[src/rtl/crc_parallel_engine_if.sv]
// Bus bundle for crc_parallel_engine: framed word input handshake plus the
// registered CRC result and status flags.
interface crc_parallel_engine_if #(
  parameter int unsigned CRC_SIZE = 16,
  parameter int unsigned DATA_W   = 8
);
  logic                start;
  logic [DATA_W-1:0]   din;
  logic                din_valid;
  logic                din_last;
  logic                din_ready;
  logic [CRC_SIZE-1:0] crc;
  logic                crc_valid;
  logic                busy;

  // Data source side.
  modport master (
    output start, din, din_valid, din_last,
    input  din_ready, crc, crc_valid, busy
  );

  // CRC engine side.
  modport slave (
    input  start, din, din_valid, din_last,
    output din_ready, crc, crc_valid, busy
  );
endinterface

[src/rtl/crc_parallel_engine.sv]
// Word-parallel CRC engine: folds DATA_W message bits into the CRC register
// per accepted word, with framed valid/ready input, optional per-byte input
// reflection, output reflection and a registered final result.
// The interface instance must carry the same CRC_SIZE/DATA_W as this module.
module crc_parallel_engine #(
  parameter int unsigned         CRC_SIZE    = 16,
  parameter int unsigned         DATA_W      = 8,
  parameter logic [CRC_SIZE-1:0] INITIAL_VAL = 16'hFFFF,
  parameter logic [CRC_SIZE-1:0] CRC_POLY    = 16'h1021,
  parameter logic [CRC_SIZE-1:0] FINAL_XOR   = 16'h0000,
  parameter bit                  REFLECT_IN  = 1'b0,
  parameter bit                  REFLECT_OUT = 1'b0
) (
  input logic                  clk,
  input logic                  rst,
  crc_parallel_engine_if.slave bus
);

  typedef enum logic {S_IDLE, S_RUN} state_t;

  state_t              r_state;
  state_t              w_state_nxt;
  logic [CRC_SIZE-1:0] r_crc_reg;
  logic [CRC_SIZE-1:0] r_crc;
  logic                r_crc_valid;

  logic                w_din_ready;
  logic                w_busy;
  logic                w_accept;
  logic [DATA_W-1:0]   w_din_proc;
  logic [DATA_W-1:0]   w_shift;
  logic                w_fb;
  logic [CRC_SIZE-1:0] w_next;
  logic [CRC_SIZE-1:0] w_next_rev;
  logic [CRC_SIZE-1:0] w_result;

  assign w_accept = bus.din_valid & w_din_ready;

  // Optional bit reversal inside each byte of the incoming word.
  if (REFLECT_IN) begin : g_refl_in
    for (genvar b = 0; b < DATA_W / 8; b++) begin : g_byte
      for (genvar k = 0; k < 8; k++) begin : g_bit
        assign w_din_proc[b*8+k] = bus.din[b*8+7-k];
      end
    end
  end else begin : g_no_refl_in
    assign w_din_proc = bus.din;
  end

  // Unrolled serial LFSR steps, word MSB first; the word is shifted left so
  // every step reads a fixed bit position regardless of DATA_W.
  always_comb begin
    w_next  = r_crc_reg;
    w_shift = w_din_proc;
    w_fb    = 1'b0;
    for (int unsigned i = 0; i < DATA_W; i++) begin
      w_fb    = w_next[CRC_SIZE-1] ^ w_shift[DATA_W-1];
      w_next  = (w_next << 1) ^ (w_fb ? CRC_POLY : '0);
      w_shift = w_shift << 1;
    end
  end

  // Whole-register reversal for reflected output.
  for (genvar j = 0; j < CRC_SIZE; j++) begin : g_rev
    assign w_next_rev[j] = w_next[CRC_SIZE-1-j];
  end

  assign w_result = (REFLECT_OUT ? w_next_rev : w_next) ^ FINAL_XOR;

  // State register.
  always_ff @(posedge clk) begin
    if (!rst) r_state <= S_IDLE;
    else      r_state <= w_state_nxt;
  end

  // Next-state: start always (re)enters RUN; the last accepted word returns to IDLE.
  always_comb begin
    w_state_nxt = r_state;
    case (r_state)
      S_IDLE:  if (bus.start) w_state_nxt = S_RUN;
      S_RUN:   if (w_accept && bus.din_last) w_state_nxt = S_IDLE;
      default: w_state_nxt = S_IDLE;
    endcase
  end

  // State-decoded outputs; a word offered alongside start is never taken.
  always_comb begin
    w_busy      = (r_state == S_RUN);
    w_din_ready = (r_state == S_RUN) && !bus.start;
  end

  // CRC register and result: start reloads, accepted words fold in, last word publishes.
  always_ff @(posedge clk) begin
    if (!rst) begin
      r_crc_reg   <= INITIAL_VAL;
      r_crc       <= '0;
      r_crc_valid <= 1'b0;
    end else if (bus.start) begin
      r_crc_reg   <= INITIAL_VAL;
      r_crc_valid <= 1'b0;
    end else if (w_accept) begin
      r_crc_reg <= w_next;
      if (bus.din_last) begin
        r_crc       <= w_result;
        r_crc_valid <= 1'b1;
      end
    end
  end

  assign bus.din_ready = w_din_ready;
  assign bus.busy      = w_busy;
  assign bus.crc       = r_crc;
  assign bus.crc_valid = r_crc_valid;

endmodule

[src/flat_wrapper.sv]
// flat-port wrapper written by rule: the top's interface ports become plain ports
module crc_parallel_engine_flat 
#(
  parameter int unsigned         CRC_SIZE    = 16,
  parameter int unsigned         DATA_W      = 8,
  parameter logic [CRC_SIZE-1:0] INITIAL_VAL = 16'hFFFF,
  parameter logic [CRC_SIZE-1:0] CRC_POLY    = 16'h1021,
  parameter logic [CRC_SIZE-1:0] FINAL_XOR   = 16'h0000,
  parameter bit                  REFLECT_IN  = 1'b0,
  parameter bit                  REFLECT_OUT = 1'b0
)
  (clk, rst, bus_start, bus_din, bus_din_valid, bus_din_last, bus_din_ready, bus_crc, bus_crc_valid, bus_busy);
  crc_parallel_engine_if #(.CRC_SIZE(CRC_SIZE), .DATA_W(DATA_W)) bus_i ();
  input logic clk;
  input logic rst;
  input wire logic [$bits(bus_i.start)-1:0] bus_start;
  input wire logic [$bits(bus_i.din)-1:0] bus_din;
  input wire logic [$bits(bus_i.din_valid)-1:0] bus_din_valid;
  input wire logic [$bits(bus_i.din_last)-1:0] bus_din_last;
  output wire logic [$bits(bus_i.din_ready)-1:0] bus_din_ready;
  output wire logic [$bits(bus_i.crc)-1:0] bus_crc;
  output wire logic [$bits(bus_i.crc_valid)-1:0] bus_crc_valid;
  output wire logic [$bits(bus_i.busy)-1:0] bus_busy;
  assign bus_i.start = bus_start;
  assign bus_i.din = bus_din;
  assign bus_i.din_valid = bus_din_valid;
  assign bus_i.din_last = bus_din_last;
  assign bus_din_ready = bus_i.din_ready;
  assign bus_crc = bus_i.crc;
  assign bus_crc_valid = bus_i.crc_valid;
  assign bus_busy = bus_i.busy;
  crc_parallel_engine #(.CRC_SIZE(CRC_SIZE), .DATA_W(DATA_W), .INITIAL_VAL(INITIAL_VAL), .CRC_POLY(CRC_POLY), .FINAL_XOR(FINAL_XOR), .REFLECT_IN(REFLECT_IN), .REFLECT_OUT(REFLECT_OUT)) u_core (.clk(clk), .rst(rst), .bus(bus_i));
endmodule
[config.mk]
export PLATFORM = sky130hd
export DESIGN_NAME = crc_parallel_engine_flat
export DESIGN_NICKNAME = d
export VERILOG_FILES = /design/src/rtl/crc_parallel_engine_if.sv /design/src/rtl/crc_parallel_engine.sv /design/src/flat_wrapper.sv
export SDC_FILE = /design/constraint.sdc
export NUM_CORES = 1
export LEC_CHECK = 0
export CORE_MARGIN = 5
export CORE_UTILIZATION = 25
export DETAILED_ROUTE_END_ITERATION = 10
export PLACE_DENSITY = 0.46
export SLEW_MARGIN = 20
export SYNTH_ARGS = -nofsm -noshare
export SYNTH_HDL_FRONTEND = slang
export SYNTH_SLANG_ARGS = --single-unit
export TNS_END_PERCENT = 50
[constraint.sdc]
create_clock -name clk -period 1.7 [get_ports clk]
set_input_delay 0.34 -clock clk [delete_from_list [all_inputs] [get_ports clk]]
set_output_delay 0.34 -clock clk [all_outputs]
set_load 0.03 [all_outputs]
* Yosys cells after proc, flatten, opt, wreduce, memory -nomap -nowiden
Cells that the tools add are included.
** Word-level totals
- Bits in registers :: 34
- Latch bits :: 0
- RAM bits :: 0
- ROM bits :: 0
- Input bits :: 13
- Output and inout bits :: 19
- Word-level logic and storage cells :: 41
- Memories :: 0
** Operators by class
- Add/sub/neg operators :: 0
- Multipliers :: 0
- Div/mod/pow operators :: 0
- $lt $le $gt $ge :: 0
- Equal/unequal tests :: 0
- Shifts and indexed selects :: 0
- Multiplexer cells :: 11
- Bitwise logic cells :: 20
- Reduce and logical (&&, ||, !) cells :: 6
** Operators with widths (count)
- 16-bit XOR :: 8
- 13-bit two-way mux :: 8
- 1-bit XOR :: 8
- 1-bit inverter :: 3
- 3-bit AND reduction :: 1
- 1-bit logical AND :: 2
- 1-bit two-way mux :: 2
- 1-bit one-hot mux with 2 select lines :: 1
- 2-bit AND reduction :: 1
- 2-bit OR reduction :: 1
- 1-bit AND :: 1
- 1-bit zero test :: 1

* Logic depth before layout (Yosys ltp)
- Word-level depth :: 24
- Gate-level depth with buffers :: 5
- Mapped depth without buffers :: 3

* Least setup slack after synthesis
Ideal clock, no wire load.
- Path kind :: register -> register
- From :: register u_core.r_state (netlist: u_core.bus.busy)
- To :: register u_core.r_crc[4] (netlist: u_core.bus.crc[4])
- Setup time :: 0.137 ns
- Arrival time :: 1.300 ns
- Data required time :: 1.563 ns
- Slack :: 0.263 ns
- Stages on the path, launching flop included :: 5
- Path buffers :: 2
- Period minus slack after synthesis :: 1.437 ns
- Cell sequence :: dfxtp_1 -> and4b_1 -> buf_2 -> buf_1 -> a211oi_1
** On the way
- Word-level cells in the longest chain between the ends :: 3
** RTL lines
- start: declaration :: line crc_parallel_engine.sv:21 : state_t r_state;
- start signal: assignment :: line crc_parallel_engine.sv:73 : else r_state <= w_state_nxt;
- 1-bit logical AND :: line crc_parallel_engine.sv:89 : w_din_ready = (r_state == S_RUN) && !bus.start;
- 1-bit AND :: line crc_parallel_engine.sv:37 : assign w_accept = bus.din_valid & w_din_ready;
- 3-bit AND reduction (no line)
- end signal: assignment :: line crc_parallel_engine.sv:104 : r_crc <= w_result;
- end: declaration :: line crc_parallel_engine.sv:24 : logic [CRC_SIZE-1:0] r_crc;
No other way between the ends.
A chain may end at the register's enable or synchronous reset.

* Worst setup path after layout
- From :: register u_core.r_crc[5] (netlist: u_core.bus.crc[5])
- To :: output bus_crc[5]
** RTL lines
- end: declaration :: line flat_wrapper.sv:21 : output wire logic [$bits(bus_i.crc)-1:0] bus_crc;
No word-level cell between the ends.

==> reports/qor.csv <==
metric;value;unit
run status;complete, no violations;
syn nets;156;
RSZ-0062 raised after global routing;no;
# IOs;32;
NumNets Final;208;
maximum number of pins on one net before global-route repair;16;
delay of the slowest cell on the worst path;0.69;ns
power density normalized to cell area;776;nW/µm²
area of the multi-input gates;841;µm²
height of the die;89;µm
Post-Synth Adder-Cell Area;0;
Slew Limit Headroom;0.705;
final setup fails;0;
leading register cell type out of synthesis;sky130_fd_sc_hd__dfxtp_1;
horizontal die dimension;89;µm
remaining antenna violation count after routing;0;
sort of element at the start of the critical path;flop;
post-synth design cell area;1560;µm²
Initial Utilization;0.260;
crit path capture type;output port;
path class of the lowest-slack min-delay path;reg -> reg;
overall routing resource usage;0.101;
post-DR vias/cell;4.27;
number of optimization iterations in the first detailed-route pass;4;
Floorplan Core Area;5990;µm²
highest attainable clock frequency;606;MHz
Arrival @ worst endpoint;1.31;ns
clock tree from TritonCTS;yes;
Min Hold Slack;0.483;ns
Simple-Gate Fraction of Synth Area;0.0938;
crit-path max FO;2;
CTS Buffer Depth;2;
number of levels the H-tree was split into;2;
Post-CTS Setup Bufs;0;
count of fill cells added during filler insertion;603;
number of buffers created by CTS;5;
RD Place Congestion;0.778;
ordered cell list for the critical path;clkdlybuf4s50_1;
Clk pin slew, worst setup/hold paths;0.07;ns
wire length of the first global-routing pass;5950;µm
number of design rule violations left after detail routing;0;
storage element area;681;µm²
category of the critical setup timing path;reg -> out;
Seq cells post-synth;34;
dominant combinational cell family by area after synthesis;XOR/XNOR gates;
portion of the post-synthesis area used by sequential elements;0.436;
Leakage Power;0.000993;µW
async set-or-reset flop fraction in the synthesized netlist;0;
die area;7920;µm²
average detailed-routed wire length per instance;13.2;µm
EDFF count, synth;0;
synthesized instance count;143;
global route overflow;0;
Via Count;1154;
family of cells with the greatest summed delay on the critical path;buffers and inverters;
clk_lat worst skew;0.28;ns
count of final max-slew check failures;0;
area grow syn2layout;39.5;%
transition time at the pin with the least slew margin;0.439;ns
initial antenna violation count;0;
ratio of cells with drive above 1 in the final layout;0.185;
average size of a mapped cell;10.9;µm²
Synth warnings;0;
port bufs;31;
aggregate routed wire length;3570;µm
final critical path time including I/O delays and setup;1.65;ns
number of global-route vias before repair;1185;
number of maximum-capacitance violations;0;
worst clock skew on the final layout;0.00549;ns
number of rows created at floorplan;28;
Max VDD drop;0.000291;V
Final Hold Fails;0;
final cycle utilization of the critical path;0.970;
cell at the slowest stage of the critical path;sky130_fd_sc_hd__clkdlybuf4s50_1;
Post-CTS Hold Fix Bufs;0;
CTS sink cnt;34;
count of cell types in the netlist;25;
XOR/XNOR share of the synthesized area;0.269;
final standard cell utilization of the core;0.363;
Clock Tree Root;sky130_fd_sc_hd__clkbuf_8;
final antenna diode count;0;
post-detail-place hpwl;2770;µm
violation count after the first detailed-routing iteration;49;
endpoint required time on the critical path;1.36;ns
number of buffers and inverters on the critical path;1;
post-synthesis compound-gate area fraction;0.137;
multiplexer area fraction after synthesis;0.0385;
routing by layer:
layer,GRT usage,share of wire,vias to the layer above
li1,-,-,605
met1,0.136,0.50,520
met2,0.150,0.43,23
met3,0.0359,0.049,6
met4,0.0365,0.015,0
met5,0,0,-
layout by cell type, fill, tap and decap left out, types with 2 or more instances in the layout:
cell,count
sky130_fd_sc_hd__dfxtp_1,34
sky130_fd_sc_hd__clkdlybuf4s50_1,26
sky130_fd_sc_hd__buf_4,23
sky130_fd_sc_hd__nor2_1,16
sky130_fd_sc_hd__nand2_1,15
sky130_fd_sc_hd__a21oi_1,9
sky130_fd_sc_hd__o21ai_0,8
sky130_fd_sc_hd__xnor2_1,7
sky130_fd_sc_hd__xnor3_1,6
sky130_fd_sc_hd__mux2i_1,6
sky130_fd_sc_hd__a211oi_1,5
sky130_fd_sc_hd__o22ai_1,5
sky130_fd_sc_hd__o211ai_1,5
sky130_fd_sc_hd__clkbuf_8,5
sky130_fd_sc_hd__xor3_1,4
sky130_fd_sc_hd__xnor2_2,3
sky130_fd_sc_hd__a22oi_1,3
sky130_fd_sc_hd__dlymetal6s2s_1,3
sky130_fd_sc_hd__xor3_4,2
sky130_fd_sc_hd__clkinv_2,2
final timing paths:
path / cells past startpoint / slack [ns] / to / from
hold / removal: 2 / 0.48 / u_core.bus.crc[14] / u_core.bus.crc[14]
hold reg to reg: 2 / 0.48 / u_core.bus.crc[14] / u_core.bus.crc[14]
setup / recovery: 1 / 0.05 / bus_crc[5] / u_core.bus.crc[5]
setup reg to reg: 3 / 0.29 / u_core.r_crc_reg[6] / u_core.r_crc_reg[13]
stage by stage:
step | instances | setup WS, ns | area, µm² | TNS, ns | power [µW]
after CTS | 270 | 0.0321 | 2170 | 0 | 1720
final | 270 | 0.0511 | 2180 | 0 | 1690
after detailed placement | 263 | -0.145 | 2090 | -1.64 | 1150
after global routing | 270 | 0.00476 | 2180 | 0 | 1780
after global placement | 263 | -0.122 | 2090 | -1.21 | 1150
after floorplan | 143 | 0.263 | 1560 | 0 | 1020
area by class of cell:
cell class              count  area share
multi-input cells         100       0.386
clock inverters             2     0.00460
inverters                   1     0.00172
flip-flops and latches     34       0.313
clock buffers               5      0.0316
repair buffers             53       0.220
well taps                  75      0.0431
cell usage after synthesis, drive strengths merged (2+ instances only):
| cell | n | area, µm² |
|---|---|---|
| nand2 | 15 | 56.3 |
| a22oi | 3 | 22.5 |
| nor2 | 16 | 60.1 |
| xnor3 | 6 | 135 |
| xnor2 | 10 | 110 |
| xor2 | 2 | 25.0 |
| a21oi | 9 | 45.0 |
| a211oi | 5 | 37.5 |
| buf | 6 | 27.5 |
| clkbuf | 2 | 7.51 |
| o211ai | 5 | 37.5 |
| o22ai | 5 | 31.3 |
| mux2i | 6 | 60.1 |
| o21ai | 8 | 40.0 |
| xor3 | 6 | 150 |
| dfxtp | 34 | 681 |
timing repair:
item | in CTS | in global routing
cloned | 0 | 0
pin swaps | 0 | 0
endpoints found under the setup margin | 1 | 3
resized for setup | 1 | 3
cells by family (layout without fill, tap and decap cells):
logic type	count (synthesis)	count (layout)
flip-flops	34	34
XOR/XNOR	24	24
AND/OR/NAND/NOR	35	35
multiplexers	6	6
AO/OA/AOI/OAI	35	35
buffers and inverters	9	61
where the power goes:
part           total, µW  internal [µW]  switching [µW]
clock                560            275             285
combinational        305            169             135
sequential           825            813            11.5
total               1690           1260             432
Power figures use the tool's default switching activity.
